**config.mk**
```make
export PLATFORM = sky130hd
export DESIGN_NAME = bus_arbiter_ctrl
export DESIGN_NICKNAME = d
export VERILOG_FILES = /design/src/rtl/bus_arbiter_ctrl.sv
export SDC_FILE = /design/constraint.sdc
export NUM_CORES = 1
export LEC_CHECK = 0
export CORE_UTILIZATION = 35
export CTS_BUF_LIST = sky130_fd_sc_hd__clkbuf_16
export CTS_CLUSTER_DIAMETER = 80
export DETAILED_ROUTE_END_ITERATION = 16
export PLACE_DENSITY_LB_ADDON = 0.2
export SYNTH_ARGS = -nofsm -noshare
export SYNTH_HDL_FRONTEND = slang
export SYNTH_SLANG_ARGS = --single-unit
```
**constraint.sdc**
```tcl
create_clock -name clk -period 3.07 [get_ports clk]
set_input_delay 0.614 -clock clk [delete_from_list [all_inputs] [get_ports clk]]
set_output_delay 0.614 -clock clk [all_outputs]
set_load 0.02 [all_outputs]
```
**src/rtl/bus_arbiter_ctrl.sv**
```systemverilog
// Round-robin arbiter/sequencer for four requesters sharing the 16-bit packet bus.
// Granted payloads are framed as {4'hF, payload, seq}; downstream errors park the bus in HOLD.
module bus_arbiter_ctrl #(
  parameter int BUS_SIZE     = 16,
  parameter int PAYLOAD_SIZE = 8,
  parameter int NUM_REQ      = 4,
  parameter int MAX_BURST    = 4
) (
  input  logic                            clk,
  input  logic                            reset,
  input  logic [NUM_REQ-1:0]              req,
  input  logic [NUM_REQ*PAYLOAD_SIZE-1:0] payload,
  input  logic                            error_in,
  output logic [NUM_REQ-1:0]              gnt,
  output logic [BUS_SIZE-1:0]             data_out,
  output logic                            valid_out,
  output logic [1:0]                      arb_state,
  output logic [7:0]                      err_count
);

  typedef enum logic [1:0] {
    ST_IDLE = 2'd0,
    ST_BUSY = 2'd1,
    ST_HOLD = 2'd2
  } state_e;

  state_e                    state_q, state_d;
  logic [NUM_REQ-1:0]        gnt_q, gnt_d;
  logic [BUS_SIZE-1:0]       data_q, data_d;
  logic                      valid_q, valid_d;
  logic [3:0]                seq_q, seq_d;
  logic [3:0]                burst_q, burst_d;
  logic [1:0]                last_q, last_d;
  logic [7:0]                err_q, err_d;

  logic [7:0]                req2_s;
  logic [3:0]                rot_s;
  logic [1:0]                off_s;
  logic [1:0]                pick_s;
  logic [PAYLOAD_SIZE-1:0]   payload_sel_s;
  logic [7:0]                err_inc_s;
  logic                      burst_last_s;

  // Rotate requests so bit 0 is the requester just after the previous owner.
  always_comb begin
    req2_s = {req, req};
    rot_s  = req2_s[({1'b0, last_q} + 3'd1) +: 4];
    casez (rot_s)
      4'b???1: off_s = 2'd0;
      4'b??10: off_s = 2'd1;
      4'b?100: off_s = 2'd2;
      4'b1000: off_s = 2'd3;
      default: off_s = 2'd0;
    endcase
    pick_s        = last_q + 2'd1 + off_s;
    payload_sel_s = payload[{last_q, 3'b000} +: PAYLOAD_SIZE];
    err_inc_s     = (err_q == 8'hFF) ? err_q : err_q + 8'd1;
    burst_last_s  = (({1'b0, burst_q} + 5'd1) == 5'(MAX_BURST));
  end

  // Next-state and output computation for the arbiter FSM.
  always_comb begin
    state_d = state_q;
    gnt_d   = gnt_q;
    data_d  = data_q;
    valid_d = 1'b0;
    seq_d   = seq_q;
    burst_d = burst_q;
    last_d  = last_q;
    err_d   = err_q;
    case (state_q)
      ST_IDLE: begin
        gnt_d = 4'b0000;
        if (error_in) begin
          state_d = ST_HOLD;
          err_d   = err_inc_s;
        end else if (|req) begin
          state_d = ST_BUSY;
          gnt_d   = 4'b0001 << pick_s;
          last_d  = pick_s;
          burst_d = 4'd0;
        end else begin
          state_d = ST_IDLE;
        end
      end
      ST_BUSY: begin
        if (error_in) begin
          state_d = ST_HOLD;
          gnt_d   = 4'b0000;
          err_d   = err_inc_s;
        end else if (!req[last_q]) begin
          state_d = ST_IDLE;
          gnt_d   = 4'b0000;
        end else begin
          data_d  = {4'hF, payload_sel_s, seq_q};
          valid_d = 1'b1;
          seq_d   = seq_q + 4'd1;
          burst_d = burst_q + 4'd1;
          if (burst_last_s) begin
            state_d = ST_IDLE;
            gnt_d   = 4'b0000;
          end else begin
            state_d = ST_BUSY;
          end
        end
      end
      ST_HOLD: begin
        gnt_d = 4'b0000;
        if (error_in) begin
          state_d = ST_HOLD;
        end else begin
          state_d = ST_IDLE;
          seq_d   = 4'd0;
        end
      end
      default: begin
        state_d = ST_IDLE;
        gnt_d   = 4'b0000;
      end
    endcase
  end

  // State and output registers; last_owner resets to 3 so requester 0 wins first.
  always_ff @(posedge clk) begin
    if (reset) begin
      state_q <= ST_IDLE;
      gnt_q   <= 4'b0000;
      data_q  <= 16'h0000;
      valid_q <= 1'b0;
      seq_q   <= 4'd0;
      burst_q <= 4'd0;
      last_q  <= 2'd3;
      err_q   <= 8'd0;
    end else begin
      state_q <= state_d;
      gnt_q   <= gnt_d;
      data_q  <= data_d;
      valid_q <= valid_d;
      seq_q   <= seq_d;
      burst_q <= burst_d;
      last_q  <= last_d;
      err_q   <= err_d;
    end
  end

  assign gnt       = gnt_q;
  assign data_out  = data_q;
  assign valid_out = valid_q;
  assign arb_state = state_q;
  assign err_count = err_q;

endmodule

```
# Word-level counts from Yosys, hierarchy flattened
# Index checks and enable logic that the tools add are counted.
# classes
n_addsub	7
n_lt_le_gt_ge	1
n_eq_ne	13
n_shift	3
mux	26
bitwise_logic	3
reduce_logical	11
# op_table
operator	count
two-way mux 4 bit	12
variable part select 32 x 6 -> 8 bit	1
one-hot mux 4 bit (2 select lines)	3
one-hot mux 2 bit (3 select lines)	2
!= test 2 bit (second input constant)	5
AND reduction 3 bit	3
adder 4 x 1 -> 4 bit (second input constant)	2
adder 8 x 1 -> 8 bit (second input constant)	1
equality test 8 bit (second input constant)	1
variable part select 8 x 4 -> 4 bit	1
two-way mux 2 bit	3
adder 4 x 1 -> 5 bit (second input constant)	1
equality test 5 x 3 -> 1 bit (second input constant)	1
two-way mux 1 bit	5
AND reduction 5 bit	1
equality test 2 bit (second input constant)	2
equality test 4 bit (second input constant)	1
!= test 4 bit (second input constant)	1
AND reduction 4 bit	1
nonzero test 2 bit	2
OR reduction 4 bit	1
<< shifter 1 x 2 -> 4 bit (first input constant)	1
adder 2 x 1 -> 3 bit (second input constant)	1
equality test 3 bit (second input constant)	1
9 further kinds	11
# word_totals
regBits	38
word_cells	72

# Logic depth before layout (Yosys ltp)
# Gate-level depths: netlist of run 1.
# logic_depth
ltp_word	9
ltp_mapped	12

# Least setup slack after synthesis of run 1
# No wires, ideal clock.
# synth_path
path_type	flip-flop to flip-flop
start	register last_q[0]
end	register last_q[1]
arrival_time_ns	2.592
setup_slack_ns	0.351
stages_incl_launch_ff	10
path_buffers	2
path_cell_list	dfxtp_1 -> clkbuf_1 -> buf_1 -> or4_1 -> o221ai_1 -> a21oi_1 -> ha_1 -> or4_4 -> nand3_2 -> or3b_1
# synth_via
elab_chain_len	5
elab_cells_between_ends	8
# synth_lines
element	line_no	text
from (decl)	33	logic [1:0] last_q, last_d;
from (signal assigned)	141	last_q <= last_d;
adder 2 x 1 -> 3 bit	47	rot_s = req2_s[({1'b0, last_q} + 3'd1) +: 4];
variable part select 8 x 4 -> 4 bit	47	
equality test 4 bit (tied with other cells)	48	casez (rot_s)
one-hot mux 2 bit (3 select lines)	48	
adder 2 bit *	55	pick_s = last_q + 2'd1 + off_s;
# Mark *: on every way between the ends. The rest lies on a longest branch, timed or not.
# A chain may end at the register's enable or synchronous reset.

# Worst setup path after layout of run 1
# layout_path
start	input port req[2]
end	register last_q[1]
# layout_via
elab_chain_len	4
elab_cells_between_ends	8
# layout_lines
element	line_no	text
from (decl)	11	input logic [NUM_REQ-1:0] req,
variable part select 8 x 4 -> 4 bit	47	
equality test 4 bit (tied with other cells)	48	
one-hot mux 2 bit (3 select lines)	48	
adder 2 bit	55	
# Several ways; a longest one is shown, not always the timed one.

==> results of run 1 <==
[sequential cells by signal (all words and copies together), names as in the netlist]
signal,flops
gnt,4
data_out,13
last_q,2
valid_out,1
seq_q,4
arb_state,2
burst_q,4
err_count,8
[final cells by class]
cell class              instances  share of cell area
multi-input cells             162              0.3762
repair buffers                 79              0.2687
flip-flops and latches         38              0.2669
clock buffers                   5             0.04390
well taps                      70             0.03073
inverters                       6            0.007902
clock inverters                 3            0.005707
[metal layers]
metal,share of wire,routed length (um),vias up,track usage
li1,-,-,915,-
met3,0.068,285,4,0.04671
met1,0.47,1952,791,0.1902
met4,0.014,58,0,0.06346
met2,0.45,1900,60,0.2649
met5,0,0,-,0
[cell usage in the layout (no fill, tap or decap), drive strengths merged, types with 2 or more instances in the layout]
master / n
a32o: 2
or2: 2
clkinv: 2
nand3b: 2
mux4: 9
inv: 6
buf: 10
clkbuf: 5
nand4: 4
clkdlybuf4s50: 69
a21oi: 21
o21ai: 7
xor2: 7
nand2: 39
dfxtp: 38
xnor2: 3
nor2: 28
ha: 4
nor3: 2
nor4: 2
or4: 3
nand3: 6
[final timing paths]
check	start	to	depth (start not counted)
min reg2reg	data_out[5]	data_out[5]	2
max	req[2]	last_q[1]	9
min	data_out[5]	data_out[5]	2
max reg2reg	last_q[0]	last_q[1]	7
[cells in the mapped netlist (all sizes together)]
cell type	instances
a31oi	1
mux2i	1
a211o	1
o22ai	1
or2b	1
mux4	9
nor4	2
buf	6
o21ai	7
o221ai	1
nor3	2
or3b	1
nor4b	1
nor2b	1
ha	4
a21boi	1
nand4b	1
or3	1
nand3b	2
clkbuf	13
nand2	39
and2	1
or4	3
xnor2	3
o32ai	1
a21oi	21
inv	6
nand3	6
a32o	2
a21o	1
xor2	7
o2111ai	1
nor2	28
o31ai	1
xnor3	1
nand4	4
and2b	1
or2	2
a22oi	1
dfxtp	38
a22o	1
[logic make-up after synthesis]
logic type / count (synthesis)
multiplexers: 10
AND/OR/NAND/NOR: 96
AO/OA/AOI/OAI: 41
buffers and inverters: 25
adder cells (fa/ha/maj): 4
XOR/XNOR: 11
flip-flops: 38
[where the power goes]
part	leakage (nW)	internal, mW	total (mW)	switching (mW)
Clock	0.0672	0.296	0.489	0.193
Combinational	0.657	0.143	0.247	0.104
Sequential	0.308	0.508	0.524	0.0157
Total	1.03	0.948	1.26	0.313
[worst register-to-register path, delay by kind of cell (launching register included)]
family                   cells  cell delay (ns)
flip-flops                   1             0.39
AND/OR/NAND/NOR              4             1.50
adder cells (fa/ha/maj)      1             0.22
AO/OA/AOI/OAI                2             0.15
==> results.cfg, run 1 <==
[worst_setup_path]
cp.arrival_ns = 2.86
critPathMaxStageDelay_ns = 0.54
critPathSlowestCell = or4_4
worstPathRequired_ns = 3.23
worst_setup_path_start_kind = primary input
crit_type = primary input to register
reg2reg_slack_ns = 0.70
crit_chain = clkdlybuf4s50_1 > nor2_1 > or4_1 > o221ai_1 > a21oi_1 > ha_1 > or4_4 > nand3_2 > or3b_1
end_kind = register
path_buf_inv = 1
crit_family = simple AND/OR/NAND/NOR gates
worstPathMaxFanout = 2

[route]
via_per_inst = 4.876
vias = 1770
drtPass1Iterations = 4
drcViolationCount = 0
final_antenna_net_count = 0
finalWirelength_mm = 4.197
drtIter0Drc = 86
post_drt_wl_per_cell_um = 11.56

[timing]
finalSetupTns_ns = 0
holdWs_ns = 0.4533
tightest_slew_ns = 1.006
fin_worst_skew_ns = 0.005126
setup_viol = 0
maxSlewViolCount = 0
hold_viol_final = 0
setup_ws_ns = 0.3658
fmax_ghz = 0.3698
rsz0062_at_grt = false
min_period_ns = 2.704
min_period_over_period = 0.8808
relSlewSlack = 0.3270

[pwr]
power.total_mw = 1.260
cellPowerDensity_nw_per_um2 = 442.2
p_leak_nw = 1.032
vdd_drop_max_uv = 279.9

[logic_synthesis]
synth-xor-area-share = 0.05670
synthesis.nets = 268
yosysUniqueCellTypes = 47
netlist_area_um2 = 1942
synth_cells = 225
synth-seq-cells = 38
synth_compound_area_frac = 0.1289
synth_top_family_by_area = simple AND/OR/NAND/NOR gates
synth_area_leaders = dfxtp_1 39%, mux4_2 10%, nand2_1 7.5%, a21oi_1 5.4%, nor2_1 5.4%
synth.avg_cell_area_um2 = 8.630
yosys-mux-area-fraction = 0.1095
ys_seq_area_frac = 0.3918
synth_top_cell_by_area = dfxtp_1
synth_fa_ha_area_frac = 0.02577
synthSimpleGateAreaFrac = 0.2313
yosysTopAreaCellShare = 0.3918
yosys_warnings = 0

[floorplan]
num_io_pins = 70
coreArea_um2 = 5238
start_util = 0.3708
die_area_um2 = 5850
die_y_um = 76.49
num_rows = 26
die_w_um = 76.49

[clock_tree]
htreeDepth = 2
path_clk_slew_ns = 0.06
tritoncts = built
clk_path_buf_depth = 2
post_cts_buffers = 0
insertion_delay_ns = 0.28
cts_hold_buf = 0
cts_buffers = 5
clock-root-buffer = clkbuf_16
cts-resized-gates = 0
clock-sinks = 38

[place]
place.gp.congestion = 0.7039
io_buffers = 69
place.detailed.hpwl_mm = 3.130
place_area_um2 = 2709
place_ws_ns = 0.07241
dpl.cell_count = 355

[global_routing]
antenna_found_initial = 0
gr-total-overflow = 0
globalRouteTotalUtil = 0.1586
grt_pass1_vias = 1706
grt_first_pass_wirelength_mm = 7.514
grt_max_degree = 26

[finish]
layout-drive-gt1-share = 0.1126
num_antenna_cells = 0
area_delta_synth_final_pct = 46.78
layout.area.seq_um2 = 760.7
multi_input_area_um2 = 1072
fillers = 501
fin_util = 0.5442
stdcell_count = 363
nets = 335
finalInstanceArea_um2 = 2850

[min_path]
worstHoldPathType = register to register

[run_status]
status = finished, final reports clean

[flow_run]
drv_cap = 0
(Power assumes the default switching activity.)
==> run 2: changes to the inputs <==
- ABC_CLOCK_PERIOD_IN_PS: unset -> 2250
- CORE_ASPECT_RATIO: unset -> 0.9
- clock period: 3.07 -> 2.25 ns (I/O delays scaled with it)
==> run 2 against run 1 <==
  * Non-clock buffer count rose by 13
  * Global-route usage fell by 0.59 points
  * Sequential cell count did not move
  * First-iteration DRC count fell by 24%
  * Worst setup slack got worse by 0.31 ns
  * Worst hold slack got worse by 0.0027 ns
  * Count of clock-buffer cells in the layout did not move
  * Via count rose by 3.6%
  * Die area barely moved
  * Cell area rose by 4.1%
  * Utilization rose by 1.7 points
  * Clock skew fell by 0.0017 ns
==> results.cfg, run 2 (same netlist as run 1, synthesis figures left out) <==
[run_status]
status = finished, final reports clean

[min_path]
whs_path_depth = 2
min_delay_worst_endpoint = data_out[8]
hold_start = data_out[8]
worstHoldPathType = register to register

[finish]
nets = 348
fin_util = 0.5612
num_antenna_cells = 0
finalInstanceArea_um2 = 2967
largest_reg_flops = 13
final_cell_mix = 64 x clkdlybuf4s50_1, 39 x nand2_1, 38 x dfxtp_1
area_delta_synth_final_pct = 52.77
layout-drive-gt1-share = 0.1634
final_common_cell = clkdlybuf4s50_1
fillers = 495
stdcell_count = 373

[floorplan]
start_util = 0.3673
die_w_um = 80.52
coreArea_um2 = 5286
die_area_um2 = 5851
num_io_pins = 70
die_y_um = 72.67
num_rows = 25

[global_routing]
grt_pass1_vias = 1607
antenna_found_initial = 0
globalRouteTotalUtil = 0.1527
grt_first_pass_wirelength_mm = 6.955
grt_max_degree = 31
gr-total-overflow = 0

[pwr]
switchingPower_mw = 0.4323
seqPwrFrac = 0.406
p_sw_frac = 0.2462
cellPowerDensity_nw_per_um2 = 591.7
p_leak_nw = 1.109
power.share.clock = 0.380
cellInternalPower_mw = 1.323
vdd_drop_max_uv = 336.6
power.total_mw = 1.755
power_frac_comb = 0.215

[route]
finalWirelength_mm = 4.287
vias = 1833
final_antenna_net_count = 0
via_per_inst = 4.914
drtPass1Iterations = 4
drcViolationCount = 0
drtIter0Drc = 65
post_drt_wl_per_cell_um = 11.49

[timing]
finalSetupTns_ns = 0
fin_worst_skew_ns = 0.003432
relSlewSlack = 0.5191
maxSlewViolCount = 0
fmax_ghz = 0.4552
setup_viol = 0
min_period_over_period = 0.9764
holdWs_ns = 0.4506
min_period_ns = 2.197
hold_viol_final = 0
tightest_slew_ns = 0.7113
setup_ws_ns = 0.05314

[place]
place.gp.congestion = 0.7270
place_area_um2 = 2818
place_ws_ns = -0.4260
dpl.cell_count = 365
place.detailed.hpwl_mm = 3.238
io_buffers = 69

[clock_tree]
clk_path_buf_depth = 2
cts_buffers = 5
post_cts_buffers = 0
tritoncts = built
path_clk_slew_ns = 0.06
insertion_delay_ns = 0.28
clock-root-buffer = clkbuf_16
htreeDepth = 2
clock-sinks = 38

[worst_setup_path]
rr_worst_depth = 7
r2r_end = last_q[1]
rr_startpoint = last_q[0]
cp.depth = 8
critPathSlowestCell = or4_1
worstPathRequired_ns = 2.41
crit_type = primary input to register
path_buf_inv = 1
reg2reg_slack_ns = 0.08
end_kind = register
cp.arrival_ns = 2.36
crit_family = simple AND/OR/NAND/NOR gates
crit_chain = dlygate4sd2_1 > or4_1 > o221ai_1 > a21oi_1 > ha_2 > or4_4 > nand3_2 > or3b_1
critPathMaxStageDelay_ns = 0.49
worst_setup_path_start_kind = primary input
worstPathMaxFanout = 3

[flow_run]
drv_cap = 0
-- run 2: routing by layer --
layer | GRT usage | share of wire | routed length, um
met5 | 0 | 0 | 0
met4 | 0.04762 | 0.0079 | 34
met3 | 0.04250 | 0.047 | 201
met2 | 0.2514 | 0.49 | 2101
met1 | 0.1939 | 0.45 | 1949
-- run 2: worst min-delay path, stage by stage, from the launching register on --
cell and delay, ns:
dfxtp_1 0.30, nand2_1 0.05, a21oi_1 0.05
-- run 2: what timing repair did --
| action | in CTS | in global routing |
|---|---|---|
| hold buffers | 0 | 0 |
| gates resized for setup | 7 | 2 |
| setup endpoints to repair | 5 | 3 |
| pin swaps | 2 | 1 |
-- run 2: how the worst max path moves through the flow --
stage	slack, ns	end	startpoint
after CTS	0.04	last_q[1]	req[1]
after global placement	-0.41	last_q[1]	req[2]
final	0.05	last_q[1]	req[1]
after detailed placement	-0.43	last_q[1]	req[2]
after floorplan	-0.08	last_q[1]	last_q[0]
after global routing	-0.001	last_q[1]	req[2]
-- run 2: layout make-up --
class	instances	area [um^2]	share of cell area
Sequential cell	38	760.7	0.2564
Clock buffer	5	125.1	0.04218
Timing Repair Buffer	92	869.6	0.2931
Tap cell	67	83.83	0.02826
Inverter	6	22.52	0.007592
Clock inverter	3	16.27	0.005483
Multi-Input combinational cell	162	1089	0.3669
-- run 2: power groups by stage --
stage | sequential (mW) | clock (mW) | combinational (mW)
after floorplan | 0.737 | 0 | 0.202
after global placement | 0.726 | 0 | 0.378
after CTS | 0.712 | 0.683 | 0.380
final | 0.712 | 0.666 | 0.377
after global routing | 0.715 | 0.717 | 0.408
after detailed placement | 0.726 | 0 | 0.380
